[src/rtl/regfile_pkg.sv]
// Shared constants and state encoding for the register-file dump reader.
// Imported by every block that needs the RF geometry.
package regfile_pkg;

    localparam int NumRegisters = 32;
    localparam int AddrWidth    = 6;
    localparam int DataWidth    = 64;

    localparam logic [AddrWidth-1:0] ZeroReg = '0;
    localparam logic [AddrWidth-1:0] NumRegsIdx = AddrWidth'(NumRegisters);

    typedef enum logic [1:0] {
        StIdle   = 2'd0,
        StSend   = 2'd1,
        StFinish = 2'd2
    } reader_state_e;

endpackage

[src/rtl/regfile_dump_reader.sv]
// Walks a register range through one RF read port and streams (index, data)
// beats on a valid/ready interface while folding them into an XOR checksum.
module regfile_dump_reader
    import regfile_pkg::*;
(
    input  logic                 Clock,
    input  logic                 ResetN,
    input  logic                 Start,
    input  logic [AddrWidth-1:0] FirstRegister,
    input  logic [AddrWidth-1:0] LastRegister,
    input  logic                 Abort,
    output logic [AddrWidth-1:0] ReadRegister,
    input  logic [DataWidth-1:0] ReadData,
    output logic                 OutValid,
    input  logic                 OutReady,
    output logic [AddrWidth-1:0] OutRegister,
    output logic [DataWidth-1:0] OutData,
    output logic                 Busy,
    output logic                 Done,
    output logic                 Error,
    output logic [DataWidth-1:0] Checksum
);

    reader_state_e        state_q, state_d;
    logic [AddrWidth-1:0] ptr_q, ptr_d;
    logic [AddrWidth-1:0] last_q, last_d;
    logic [AddrWidth-1:0] out_reg_q, out_reg_d;
    logic [DataWidth-1:0] out_data_q, out_data_d;
    logic [DataWidth-1:0] checksum_q, checksum_d;
    logic                 err_q, err_d;
    logic                 range_ok;
    logic                 fire;

    assign range_ok = (FirstRegister <= LastRegister)
                    && (LastRegister < NumRegsIdx);
    assign fire     = (state_q == StSend) && OutReady;

    always_comb begin
        state_d      = state_q;
        ptr_d        = ptr_q;
        last_d       = last_q;
        out_reg_d    = out_reg_q;
        out_data_d   = out_data_q;
        checksum_d   = checksum_q;
        err_d        = err_q;
        ReadRegister = ptr_q;
        unique case (state_q)
            StIdle: begin
                ReadRegister = FirstRegister;
                if (Start) begin
                    checksum_d = '0;
                    if (range_ok) begin
                        out_data_d = ReadData;
                        out_reg_d  = FirstRegister;
                        ptr_d      = FirstRegister + AddrWidth'(1);
                        last_d     = LastRegister;
                        err_d      = 1'b0;
                        state_d    = StSend;
                    end else begin
                        err_d   = 1'b1;
                        state_d = StFinish;
                    end
                end
            end
            StSend: begin
                if (fire) begin
                    checksum_d = checksum_q ^ out_data_q;
                end
                // Abort wins over advancing; an accepted beat is still folded in
                if (Abort) begin
                    state_d = StIdle;
                end else if (fire) begin
                    if (out_reg_q == last_q) begin
                        state_d = StFinish;
                    end else begin
                        out_data_d = ReadData;
                        out_reg_d  = ptr_q;
                        ptr_d      = ptr_q + AddrWidth'(1);
                    end
                end
            end
            StFinish: begin
                state_d = StIdle;
            end
            default: begin
                state_d = StIdle;
            end
        endcase
    end

    always_ff @(posedge Clock or negedge ResetN) begin
        if (!ResetN) begin
            state_q    <= StIdle;
            ptr_q      <= ZeroReg;
            last_q     <= ZeroReg;
            out_reg_q  <= ZeroReg;
            out_data_q <= '0;
            checksum_q <= '0;
            err_q      <= 1'b0;
        end else begin
            state_q    <= state_d;
            ptr_q      <= ptr_d;
            last_q     <= last_d;
            out_reg_q  <= out_reg_d;
            out_data_q <= out_data_d;
            checksum_q <= checksum_d;
            err_q      <= err_d;
        end
    end

    assign OutValid    = (state_q == StSend);
    assign Busy        = (state_q == StSend);
    assign Done        = (state_q == StFinish);
    assign Error       = (state_q == StFinish) && err_q;
    assign OutRegister = out_reg_q;
    assign OutData     = out_data_q;
    assign Checksum    = checksum_q;

endmodule
[config.mk]
export PLATFORM = sky130hd
export DESIGN_NAME = regfile_dump_reader
export DESIGN_NICKNAME = d
export VERILOG_FILES = /design/src/rtl/regfile_pkg.sv /design/src/rtl/regfile_dump_reader.sv
export SDC_FILE = /design/constraint.sdc
export NUM_CORES = 1
export LEC_CHECK = 0
export CORE_MARGIN = 8
export CORE_UTILIZATION = 35
export CTS_BUF_LIST = sky130_fd_sc_hd__clkbuf_4
export DETAILED_ROUTE_END_ITERATION = 6
export PLACE_DENSITY = 0.67
export SLEW_MARGIN = 20
export SYNTH_ARGS = -nofsm -noshare
export SYNTH_HDL_FRONTEND = slang
export SYNTH_SLANG_ARGS = --single-unit
[constraint.sdc]
create_clock -name Clock -period 2.8 [get_ports Clock]
set_input_delay 0.28 -clock Clock [delete_from_list [all_inputs] [get_ports Clock]]
set_output_delay 0.28 -clock Clock [all_outputs]
set_load 0.02 [all_outputs]
### Word level (Yosys, flattened, before mapping)

Index checks and enable logic that the tools add are counted.

| cells by class | value |
|---|---|
| $add $sub $neg | 2 |
| multiply operators | 0 |
| div/mod/pow operators | 0 |
| magnitude comparators | 2 |
| equal/unequal tests | 10 |
| shift-type cells | 0 |
| mux-type cells | 29 |
| bitwise gates (word level) | 1 |
| reductions and logical operators | 10 |

Operator list:

| cell | count |
|---|---|
| two-way mux 64 bit | 7 |
| one-hot mux 64 bit (2 select lines) | 2 |
| two-way mux 6 bit | 11 |
| bitwise XOR 64 bit | 1 |
| one-hot mux 6 bit (2 select lines) | 2 |
| adder 6 x 1 -> 6 bit (second input constant) | 2 |
| two-way mux 2 bit | 5 |
| AND reduction 3 bit | 3 |
| != test 2 bit (second input constant) | 4 |
| == test 6 bit | 1 |
| less-or-equal comparator 6 bit | 1 |
| < comparator 6 bit (second input constant) | 1 |
| != test 3 x 2 -> 1 bit (second input constant) | 2 |
| AND reduction 6 bit | 1 |
| one-hot mux 2 bit (2 select lines) | 1 |
| logical AND 1 bit | 3 |
| == test 2 x 1 -> 1 bit (second input constant) | 1 |
| == test 2 bit (second input constant) | 1 |
| zero test 2 bit | 1 |
| != test 2 x 1 -> 1 bit (second input constant) | 1 |
| AND reduction 2 bit | 1 |
| nonzero test 2 bit | 1 |
| two-way mux 1 bit | 1 |

| storage, ports and cells | value |
|---|---|
| bits in registers | 149 |
| latch bits | 0 |
| bits in writable memories | 0 |
| bits in read-only memories | 0 |
| input bits | 81 |
| memories kept | 0 |

### Longest topological paths before layout

Gate-level depths: netlist (run 1).

| depth | value |
|---|---|
| word-level depth | 5 |
| gate-level depth with buffers | 9 |
| gate-level depth less buffers | 7 |

### Worst setup path before layout (run 1)

OpenSTA, ideal clock, no wires.

| timing path | value |
|---|---|
| path kind | input to register |
| start point | input LastRegister[5] |
| end point | register out_data_q[0], in the netlist OutData[0] |
| library setup time | 0.125 ns |
| arrival | 2.005 ns |
| required time | 2.675 ns |
| setup slack | 0.670 ns |
| stages | 9 |
| path buffers | 2 |
| cell sequence | inv_1 > ha_1 > and4_1 > nand3_1 > o21a_1 > a211o_1 > buf_6 > buf_6 > mux2_4 |

| between the ends | value |
|---|---|
| word-level cells in the longest chain between the ends | 4 |

RTL lines:

| item | line | text |
|---|---|---|
| start: declaration | regfile_dump_reader.sv:10 | `input logic [AddrWidth-1:0] LastRegister,` |
| less-or-equal comparator 6 bit or < comparator 6 bit (tied branches) | regfile_dump_reader.sv:34, regfile_dump_reader.sv:35 |  |
| logical AND 1 bit * | regfile_dump_reader.sv:35 | `&& (LastRegister < NumRegsIdx);` |
| != test 2 bit (no line) * | -- |  |
| AND reduction 6 bit (no line) * | -- |  |
| end signal: assignment | regfile_dump_reader.sv:105 | `out_data_q <= out_data_d;` |
| end: declaration | regfile_dump_reader.sv:28 | `logic [DataWidth-1:0] out_data_q, out_data_d;` |

Mark *: on every way between the ends. The rest lies on a longest branch, timed or not.
A chain may end at the register's enable or synchronous reset.

### Worst setup path in the final report (run 1)

| timing path | value |
|---|---|
| start point | register state_q[0] |
| end point | output ReadRegister[2] |

| between the ends | value |
|---|---|
| word-level cells in the longest chain between the ends | 2 |

RTL lines:

| item | line | text |
|---|---|---|
| start: declaration | regfile_dump_reader.sv:24 | `reader_state_e state_q, state_d;` |
| start signal: assignment | regfile_dump_reader.sv:93 | `state_q <= StIdle;` |
| start signal: assignment | regfile_dump_reader.sv:101 | `state_q <= state_d;` |
| zero test 2 bit | regfile_dump_reader.sv:47 | `unique case (state_q)` |
| two-way mux 6 bit | regfile_dump_reader.sv:47 |  |
| end: declaration | regfile_dump_reader.sv:12 | `output logic [AddrWidth-1:0] ReadRegister,` |

Every way passes these cells.

==> results.json, run 1 <==
{
  "clk_pin_slew_ns": 0.12,
  "ys_ff_latch": 149,
  "setup_viol": 0,
  "synth_nets": 611,
  "cts_tree": "built",
  "place_hpwl_mm": 12.5,
  "wl_per_cell_um": 17.3,
  "setup_tns_ns": 0,
  "finalWirelength_mm": 17.2,
  "required_ns": 2.52,
  "ys_warn_count": 0,
  "cts-root-buf": "clkbuf_4",
  "start_util": 0.353,
  "placed_cells": 964,
  "cts_sinks": 149,
  "start_kind": "flip-flop",
  "syn_area_um2": 6530,
  "grt_overflow": 0,
  "drc": 0,
  "fin_nets": 838,
  "criticalPathCategory": "flip-flop to output port",
  "timing_hold_violations_final": 0,
  "fin_area_um2": 9310,
  "postSynthAreaPerCell_um2": 12.5,
  "drtPass1Iterations": 6,
  "h-tree-depth": 4,
  "place_congestion": 0.840,
  "antenna_left": 0,
  "grt_pass1_vias": 5154,
  "min_period_over_period": 0.881,
  "rsz0062_at_grt": "no",
  "io_buffers": 224,
  "crit_path_end_kind": "output port",
  "grt_use_total": 0.151,
  "post-route-util": 0.503,
  "clock-skew-final_ns": 0.0252,
  "peakVddDrop_mv": 0.498,
  "drv_slew": 0,
  "clockBufferDepth": 2,
  "grt_max_degree": 73,
  "fmax_mhz": 405,
  "min_period_ns": 2.47,
  "ios": 225,
  "pre_cts_ws_ns": 0.0379,
  "dieArea_um2": 23300,
  "synth_cells": 523,
  "die_y_um": 153,
  "crit_fanout": 9,
  "drive_above_1_share": 0.172,
  "yosysUniqueCellTypes": 32,
  "power_mw": 9.92,
  "vias_per_cell": 4.62,
  "syn_to_final_growth_pct": 42.5,
  "max-cap-violations": 0,
  "diodes": 0,
  "core_area_um2": 18500,
  "p_leak_nw": 4.15,
  "place_area_um2": 9040,
  "whs_ns": 0.313,
  "rows": 50,
  "cts_made_buffers": 17,
  "layout.cells.non_filler": 995,
  "arrival_ns": 2.19,
  "hold_class": "input pin to async pin",
  "clk_latency_ns": 0.54,
  "grt_pass1_wl_mm": 28.3,
  "status": "finished, final reports clean",
  "vias": 4598,
  "chipWidth_um": 153,
  "p_per_area_nw_per_um2": 1070,
  "relSlewSlack": 0.525,
  "worstMarginPinSlew_ns": 0.713,
  "drtIter0Drc": 200,
  "fin_ws_ns": 0.334,
  "antenna_found_initial": 0,
  "ctsResizeCount": 0,
  "ys_seq_area_frac": 0.571
}
## Yosys cell counts
library cell | n | area (um2)
buf_1 | 7 | 26.3
nand2_1 | 71 | 267
a21oi_1 | 2 | 10.0
buf_2 | 6 | 30.0
nor2b_1 | 4 | 25.0
nand2b_1 | 1 | 6.26
nor2_4 | 1 | 11.3
o311a_1 | 1 | 10.0
nor2_1 | 66 | 248
a211o_1 | 1 | 8.76
nand3_1 | 5 | 25.0
mux2_2 | 51 | 574
buf_4 | 1 | 7.51
and2_1 | 3 | 18.8
o21ai_0 | 3 | 15.0
mux2_4 | 39 | 586
nor3_1 | 1 | 5.00
o211ai_1 | 1 | 7.51
nand4_1 | 3 | 18.8
dfrtp_1 | 149 | 3730
mux2i_1 | 2 | 20.0
and4_1 | 1 | 8.76
ha_1 | 7 | 87.6
xnor2_1 | 9 | 78.8
inv_1 | 8 | 30.0
a21oi_2 | 1 | 8.76
buf_6 | 5 | 56.3
o21a_1 | 1 | 7.51
a22o_1 | 1 | 8.76
a21o_1 | 1 | 7.51
xor2_1 | 65 | 569
clkbuf_1 | 6 | 22.5
## where the power goes
part | internal (mW) | switching [mW] | total [mW]
sequential | 2.99 | 0.687 | 3.68
combinational | 2.64 | 2.31 | 4.95
clock | 0.516 | 0.770 | 1.29
## placed cells by master (no fill, tap or decap), types with 4 or more instances in the layout
cell type | synthesis | routed
mux2_4 | 39 | 39
buf_4 | 1 | 5
nand3_1 | 5 | 5
mux2_2 | 51 | 51
inv_1 | 8 | 8
xnor2_1 | 9 | 9
clkdlybuf4s50_1 | 0 | 223
nor2b_1 | 4 | 4
nand2_1 | 71 | 71
xor2_1 | 65 | 65
nor2_1 | 66 | 66
clkbuf_4 | 0 | 17
dfrtp_1 | 149 | 149
ha_1 | 7 | 7
## layout make-up
class,count,area [um2]
Sequential cell,149,3730
Multi-Input combinational cell,341,2640
Timing Repair Buffer,233,2350
Tap cell,234,293
Fill cell,1663,9210
Clock buffer,17,128
Inverter,8,30.0
Clock inverter,13,134
## final timing paths
path / start / end / slack [ns] / depth (start not counted)
max: state_q[0]$_DFFE_PN0P_ / ReadRegister[2] / 0.33 / 3
min: ResetN / last_q[3]$_DFFE_PN0P_ / 0.31 / 2
max reg2reg: state_q[0]$_DFFE_PN0P_ / last_q[2]$_DFFE_PN0P_ / 0.52 / 6
min reg2reg: err_q$_DFFE_PN0P_ / err_q$_DFFE_PN0P_ / 0.52 / 2
max in group asynchronous: ResetN / Checksum[40]$_DFFE_PN0P_ / 1.67 / 3
min in group Clock: ReadData[43] / OutData[43]$_DFFE_PN0P_ / 0.34 / 2
## logic make-up after synthesis
| family | share of synthesized area |
|---|---|
| compound gates | 0.0128 |
| mux | 0.181 |
| flops | 0.571 |
| buf+inv | 0.0264 |
| simple gates | 0.0969 |
| fa+ha+maj | 0.0134 |
| xor+xnor | 0.0992 |
## critical path: stages (launching register included)
cell             delay, ns
dfrtp_1               0.46
nor2_4                0.26
mux2_2                0.39
clkdlybuf4s50_1       0.55
## state kept, by name, indices dropped and copies added (netlist names)
register     cells
last_q           6
err_q            1
OutRegister      6
ptr_q            6
Checksum        64
state_q          2
OutData         64
## per-layer routing
metal  vias to the layer above  global-route usage  share of wire
li1                       2158                   -              -
met1                      2294               0.177           0.42
met2                       131               0.246           0.49
met3                        15              0.0664          0.079
met4                         0              0.0476          0.013
met5                         -                   0              0
## timing repair
action	CTS	global route
buffers inserted	0	0
hold buffers	1	0
setup endpoints to repair	0	0
hold endpoints to repair	70	0
Note: power is estimated with default switching activity, not from simulation.
==> inputs of run 2 (changes only) <==
--- a/config.mk
+++ b/config.mk
@@ -10,7 +10,6 @@
 export CTS_BUF_LIST = sky130_fd_sc_hd__clkbuf_4
 export DETAILED_ROUTE_END_ITERATION = 6
 export PLACE_DENSITY = 0.67
-export SLEW_MARGIN = 20
 export SYNTH_ARGS = -nofsm -noshare
 export SYNTH_HDL_FRONTEND = slang
 export SYNTH_SLANG_ARGS = --single-unit
==> constraint.sdc (replaced) <==
create_clock -name Clock -period 2.4 [get_ports Clock]
set_input_delay 0.24 -clock Clock [delete_from_list [all_inputs] [get_ports Clock]]
set_output_delay 0.24 -clock Clock [all_outputs]
set_load 0.02 [all_outputs]
==> results.json, run 2 (synthesized netlist as in run 1, its figures left out) <==
{
  "setup_tns_ns": 0,
  "drive_above_1_share": 0.201,
  "fmax_mhz": 440,
  "post-route-util": 0.516,
  "vias": 4731,
  "multiInputGateArea_um2": 2640,
  "clock-skew-final_ns": 0.0191,
  "p_leak_nw": 4.30,
  "min_period_ns": 2.27,
  "worstMarginPinSlew_ns": 0.623,
  "syn_to_final_growth_pct": 46.1,
  "cts-root-buf": "clkbuf_4",
  "criticalPathCategory": "flip-flop to output port",
  "crit_path_end_kind": "output port",
  "start_util": 0.353,
  "place_area_um2": 9190,
  "rsz0062_at_grt": "no",
  "final_cell_mix": "clkdlybuf4s50_1 (217), dfrtp_1 (149), nand2_1 (71)",
  "grt_use_total": 0.153,
  "rr_worst_depth": 7,
  "vias_per_cell": 4.63,
  "drc": 0,
  "grt_overflow": 0,
  "io_buffers": 224,
  "required_ns": 2.16,
  "diodes": 0,
  "antenna_found_initial": 0,
  "chipWidth_um": 153,
  "routed.top_layer": "met4",
  "cts_sinks": 149,
  "grt_max_degree": 64,
  "finalWirelength_mm": 17.7,
  "peakVddDrop_mv": 0.573,
  "grt_pass1_vias": 5329,
  "crit_fanout": 12,
  "dieArea_um2": 23300,
  "clk_pin_slew_ns": 0.14,
  "ios": 225,
  "fin_nets": 862,
  "dr_wl_met2_mm": 8.92,
  "grt_pass1_wl_mm": 28.8,
  "hold_class": "input pin to async pin",
  "clk_latency_ns": 0.52,
  "core_area_um2": 18500,
  "whs_ns": 0.269,
  "drtIter0Drc": 145,
  "start_kind": "flip-flop",
  "route.met3.wl_mm": 1.37,
  "drtPass1Iterations": 4,
  "cts_made_buffers": 17,
  "antenna_left": 0,
  "pre_cts_ws_ns": -0.270,
  "fin_ws_ns": 0.125,
  "place_hpwl_mm": 13.2,
  "timing_hold_violations_final": 0,
  "final_common_cell": "clkdlybuf4s50_1",
  "die_y_um": 153,
  "setup_viol": 0,
  "status": "finished, final reports clean",
  "cts_tree": "built",
  "clockBufferDepth": 2,
  "rows": 50,
  "drv_slew": 0,
  "wl_met1_mm": 7.20,
  "p_per_area_nw_per_um2": 1240,
  "register_area_um2": 3730,
  "min_period_over_period": 0.948,
  "h-tree-depth": 4,
  "wl_per_cell_um": 17.4,
  "fin_area_um2": 9550,
  "relSlewSlack": 0.585,
  "arrival_ns": 2.03,
  "max-cap-violations": 0,
  "place_congestion": 0.867,
  "fillers": 1613
}
[run 2: repair_timing]
item / CTS / global route
pin swaps: 1 / 1
endpoints found under the setup margin: 6 / 2
endpoints found under the hold margin: 59 / 0
gates resized for setup: 5 / 1
hold buffers: 1 / 0
buffers inserted: 2 / 3
[run 2: layout make-up]
class / count / area share
flip-flops and latches: 149 / 0.391
multi-input cells: 341 / 0.277
repair buffers: 257 / 0.266
well taps: 234 / 0.0307
clock inverters: 14 / 0.0185
clock buffers: 18 / 0.0142
inverters: 8 / 0.00315
[run 2: worst max-delay path: stages, from the launching register on]
cell and delay (ns):
dfrtp_1 0.46, nor2b_1 0.19, buf_4 0.23, clkdlybuf4s50_1 0.63
[run 2: per-stage QoR]
step | total power, mW | instances
floorplan | 7.47 | 523
global placement | 10.1 | 983
detailed placement | 10.3 | 983
CTS | 12.0 | 1018
global route | 12.6 | 1021
finish | 11.9 | 1021
[run 2: where the power goes]
part | leakage (nW) | switching, mW | internal (mW) | total [mW]
clock | 0.154 | 0.948 | 0.748 | 1.70
sequential | 1.89 | 0.831 | 3.49 | 4.32
combinational | 2.26 | 2.71 | 3.14 | 5.85
[run 2: layer usage]
metal / vias to the layer above / global-route usage
met5: - / 0
met4: 0 / 0.0377
met3: 18 / 0.0630
met2: 163 / 0.270
met1: 2349 / 0.168
li1: 2201 / -
[run 2: final timing paths]
path	startpoint	endpoint	slack [ns]
max	state_q[0]$_DFFE_PN0P_	Busy	0.13
min in group Clock	ReadData[0]	OutData[0]$_DFFE_PN0P_	0.32
max reg2reg	state_q[0]$_DFFE_PN0P_	OutData[50]$_DFFE_PN0P_	0.31
min	ResetN	last_q[4]$_DFFE_PN0P_	0.27
min reg2reg	last_q[5]$_DFFE_PN0P_	last_q[5]$_DFFE_PN0P_	0.54
max in group asynchronous	ResetN	Checksum[36]$_DFFE_PN0P_	1.47
==> inputs of run 3 (changes only) <==
--- a/config.mk
+++ b/config.mk
@@ -5,11 +5,12 @@
 export SDC_FILE = /design/constraint.sdc
 export NUM_CORES = 1
 export LEC_CHECK = 0
+export ABC_AREA = 1
 export CORE_MARGIN = 8
 export CORE_UTILIZATION = 35
 export CTS_BUF_LIST = sky130_fd_sc_hd__clkbuf_4
 export DETAILED_ROUTE_END_ITERATION = 6
-export PLACE_DENSITY = 0.67
+export PLACE_DENSITY = 0.66
 export SYNTH_ARGS = -nofsm -noshare
 export SYNTH_HDL_FRONTEND = slang
 export SYNTH_SLANG_ARGS = --single-unit
==> results.json, run 3 <==
{
  "syn_to_final_growth_pct": 38.5,
  "synth_top_cell_by_area": "dfrtp_1",
  "cts_sinks": 149,
  "die_y_um": 160,
  "synth_top_cell_area_share": 0.512,
  "r2r-start": "state_q[0]$_DFFE_PN0P_",
  "fin_nets": 1206,
  "pre_cts_ws_ns": 0.0113,
  "postSynthAreaPerCell_um2": 8.06,
  "final_cell_mix": "clkdlybuf4s50_1 (217), nand2_1 (211), inv_1 (160)",
  "crit_fanout": 9,
  "start_kind": "flip-flop",
  "wl_per_cell_um": 15.0,
  "synth_cells": 904,
  "finalWirelength_mm": 21.0,
  "drtIter0Drc": 297,
  "clk_latency_ns": 0.54,
  "grt_use_total": 0.165,
  "final_common_cell": "clkdlybuf4s50_1",
  "synth-edff-count": 0,
  "syn_area_um2": 7280,
  "slowest_stage": "clkdlybuf4s50_1",
  "timing_hold_violations_final": 0,
  "setup_tns_ns": 0,
  "dieArea_um2": 25700,
  "grt_pass1_vias": 6420,
  "worstMarginPinSlew_ns": 0.540,
  "ys_ff_latch": 149,
  "place_hpwl_mm": 15.1,
  "start_util": 0.359,
  "io_buffers": 224,
  "path_cells": "inv_2 -> nor3_1 -> clkdlybuf4s50_1",
  "p_per_area_nw_per_um2": 1120,
  "drc": 0,
  "chipWidth_um": 160,
  "clk_pin_slew_ns": 0.12,
  "cts-root-buf": "clkbuf_4",
  "synthFlopType": "dfrtp_1",
  "vias": 6558,
  "cts_setup_buffers": 0,
  "p_leak_nw": 4.72,
  "grt_overflow": 0,
  "synth_nets": 992,
  "drtPass1Iterations": 4,
  "min_period_ns": 2.17,
  "peakVddDrop_mv": 0.516,
  "grt_max_degree": 130,
  "synth.most_common_cell": "nand2_1",
  "status": "finished, final reports clean",
  "arrival_ns": 1.93,
  "place_congestion": 0.816,
  "rsz0062_at_grt": "no",
  "yosysUniqueCellTypes": 23,
  "h-tree-depth": 4,
  "antenna_left": 0,
  "setup_viol": 0,
  "core_area_um2": 20300,
  "drv_slew": 0,
  "ios": 225,
  "ys_warn_count": 0,
  "antenna_found_initial": 2,
  "criticalPathCategory": "flip-flop to output port",
  "netlist_top_cells_count": "nand2_1 (213), inv_1 (160), dfrtp_1 (149), nand3_1 (90), nor3_1 (65)",
  "fin_ws_ns": 0.229,
  "grt_pass1_wl_mm": 34.5,
  "relSlewSlack": 0.640,
  "cts_made_buffers": 17,
  "max_stage_delay_ns": 0.64,
  "vias_per_cell": 4.68,
  "fmax_mhz": 461,
  "cts_tree": "built",
  "max-cap-violations": 0,
  "rows": 52,
  "cp-startpoint": "state_q[1]$_DFFE_PN0P_",
  "hold_class": "input pin to async pin",
  "ys_seq_area_frac": 0.512,
  "clock-skew-final_ns": 0.0246,
  "crit_path_end_kind": "output port",
  "async_reset_ff_frac": 1.00,
  "clockBufferDepth": 2,
  "min_period_over_period": 0.905,
  "required_ns": 2.16,
  "drive_above_1_share": 0.0531,
  "ys_top_cells_by_area": "dfrtp_1 (51%), nand2_1 (11%), inv_1 (8.2%)"
}
-- run 3: cell count changes in the layout (fill, tap and decap cells not counted), moves of 51 or more --
cell,change
nor2_1,-54
nor3b_1,+64
xor2_1,-62
nand3_1,+85
nor3_1,+64
nand2_1,+140
mux2_2,-51
inv_1,+152
-- run 3: area by class of cell --
type / count / area (um2)
Antenna cell: 1 / 2.50
Clock buffer: 19 / 143
Clock inverter: 12 / 114
Fill cell: 2003 / 10200
Inverter: 164 / 616
Multi-Input combinational cell: 542 / 2690
Sequential cell: 149 / 3730
Tap cell: 270 / 338
Timing Repair Buffer: 244 / 2450
-- run 3: repair_timing --
action	4_1_cts	5_1_grt
endpoints found under the setup margin	6	0
gates resized for setup	6	0
hold buffers	1	0
endpoints found under the hold margin	43	0
-- run 3: critical path: cells and delay by family (launching register included) --
kind	cells	cell delay, ns
AND/OR/NAND/NOR	1	0.18
flip-flops	1	0.45
buffers and inverters	2	0.77
-- run 3: metrics by stage --
step           cell area [um2]  hold WS [ns]   util  total power [mW]  instances
2_1_floorplan             7280       -0.0556      -              7.25        904
3_3_place_gp              9820         0.231  0.484              9.88       1368
3_5_place_dp              9820         0.227  0.484              9.98       1368
4_1_cts                  10100         0.163  0.497              11.5       1400
5_1_grt                  10100         0.195  0.497              12.2       1401
6_report                 10100         0.214  0.497              11.3       1401
-- run 3: layer usage --
metal	vias up	GRT usage	part of all wire
met1	3075	0.200	0.44
met5	-	0	0.00038
met2	185	0.273	0.47
li1	3272	-	-
met3	24	0.0563	0.071
met4	2	0.0450	0.015
-- run 3: cell families after synthesis --
| family | after synthesis | synth area share |
|---|---|---|
| flops | 149 | 0.512 |
| fa+ha+maj | 7 | 0.0120 |
| compound gates | 81 | 0.0557 |
| xor+xnor | 3 | 0.00361 |
| buf+inv | 213 | 0.122 |
| simple gates | 451 | 0.295 |
-- run 3: power breakdown --
| group | total [mW] | switching, mW | internal (mW) | leakage [nW] |
|---|---|---|---|---|
| clock | 1.52 | 0.899 | 0.618 | 0.138 |
| sequential | 4.05 | 0.676 | 3.37 | 1.94 |
| combinational | 5.75 | 3.38 | 2.37 | 2.65 |
| total | 11.3 | 4.95 | 6.37 | 4.72 |
-- run 3: final timing paths --
kind / slack, ns / endpoint / cells past startpoint
min in group Clock: 0.25 / OutData[58]$_DFFE_PN0P_ / 3
worst min-delay path: 0.21 / Checksum[21]$_DFFE_PN0P_ / 2
worst max-delay path: 0.23 / Error / 3
worst min register to register: 0.51 / OutData[4]$_DFFE_PN0P_ / 2
max in group asynchronous: 1.49 / OutRegister[0]$_DFFE_PN0P_ / 3
worst max register to register: 0.53 / ptr_q[4]$_DFFE_PN0P_ / 9
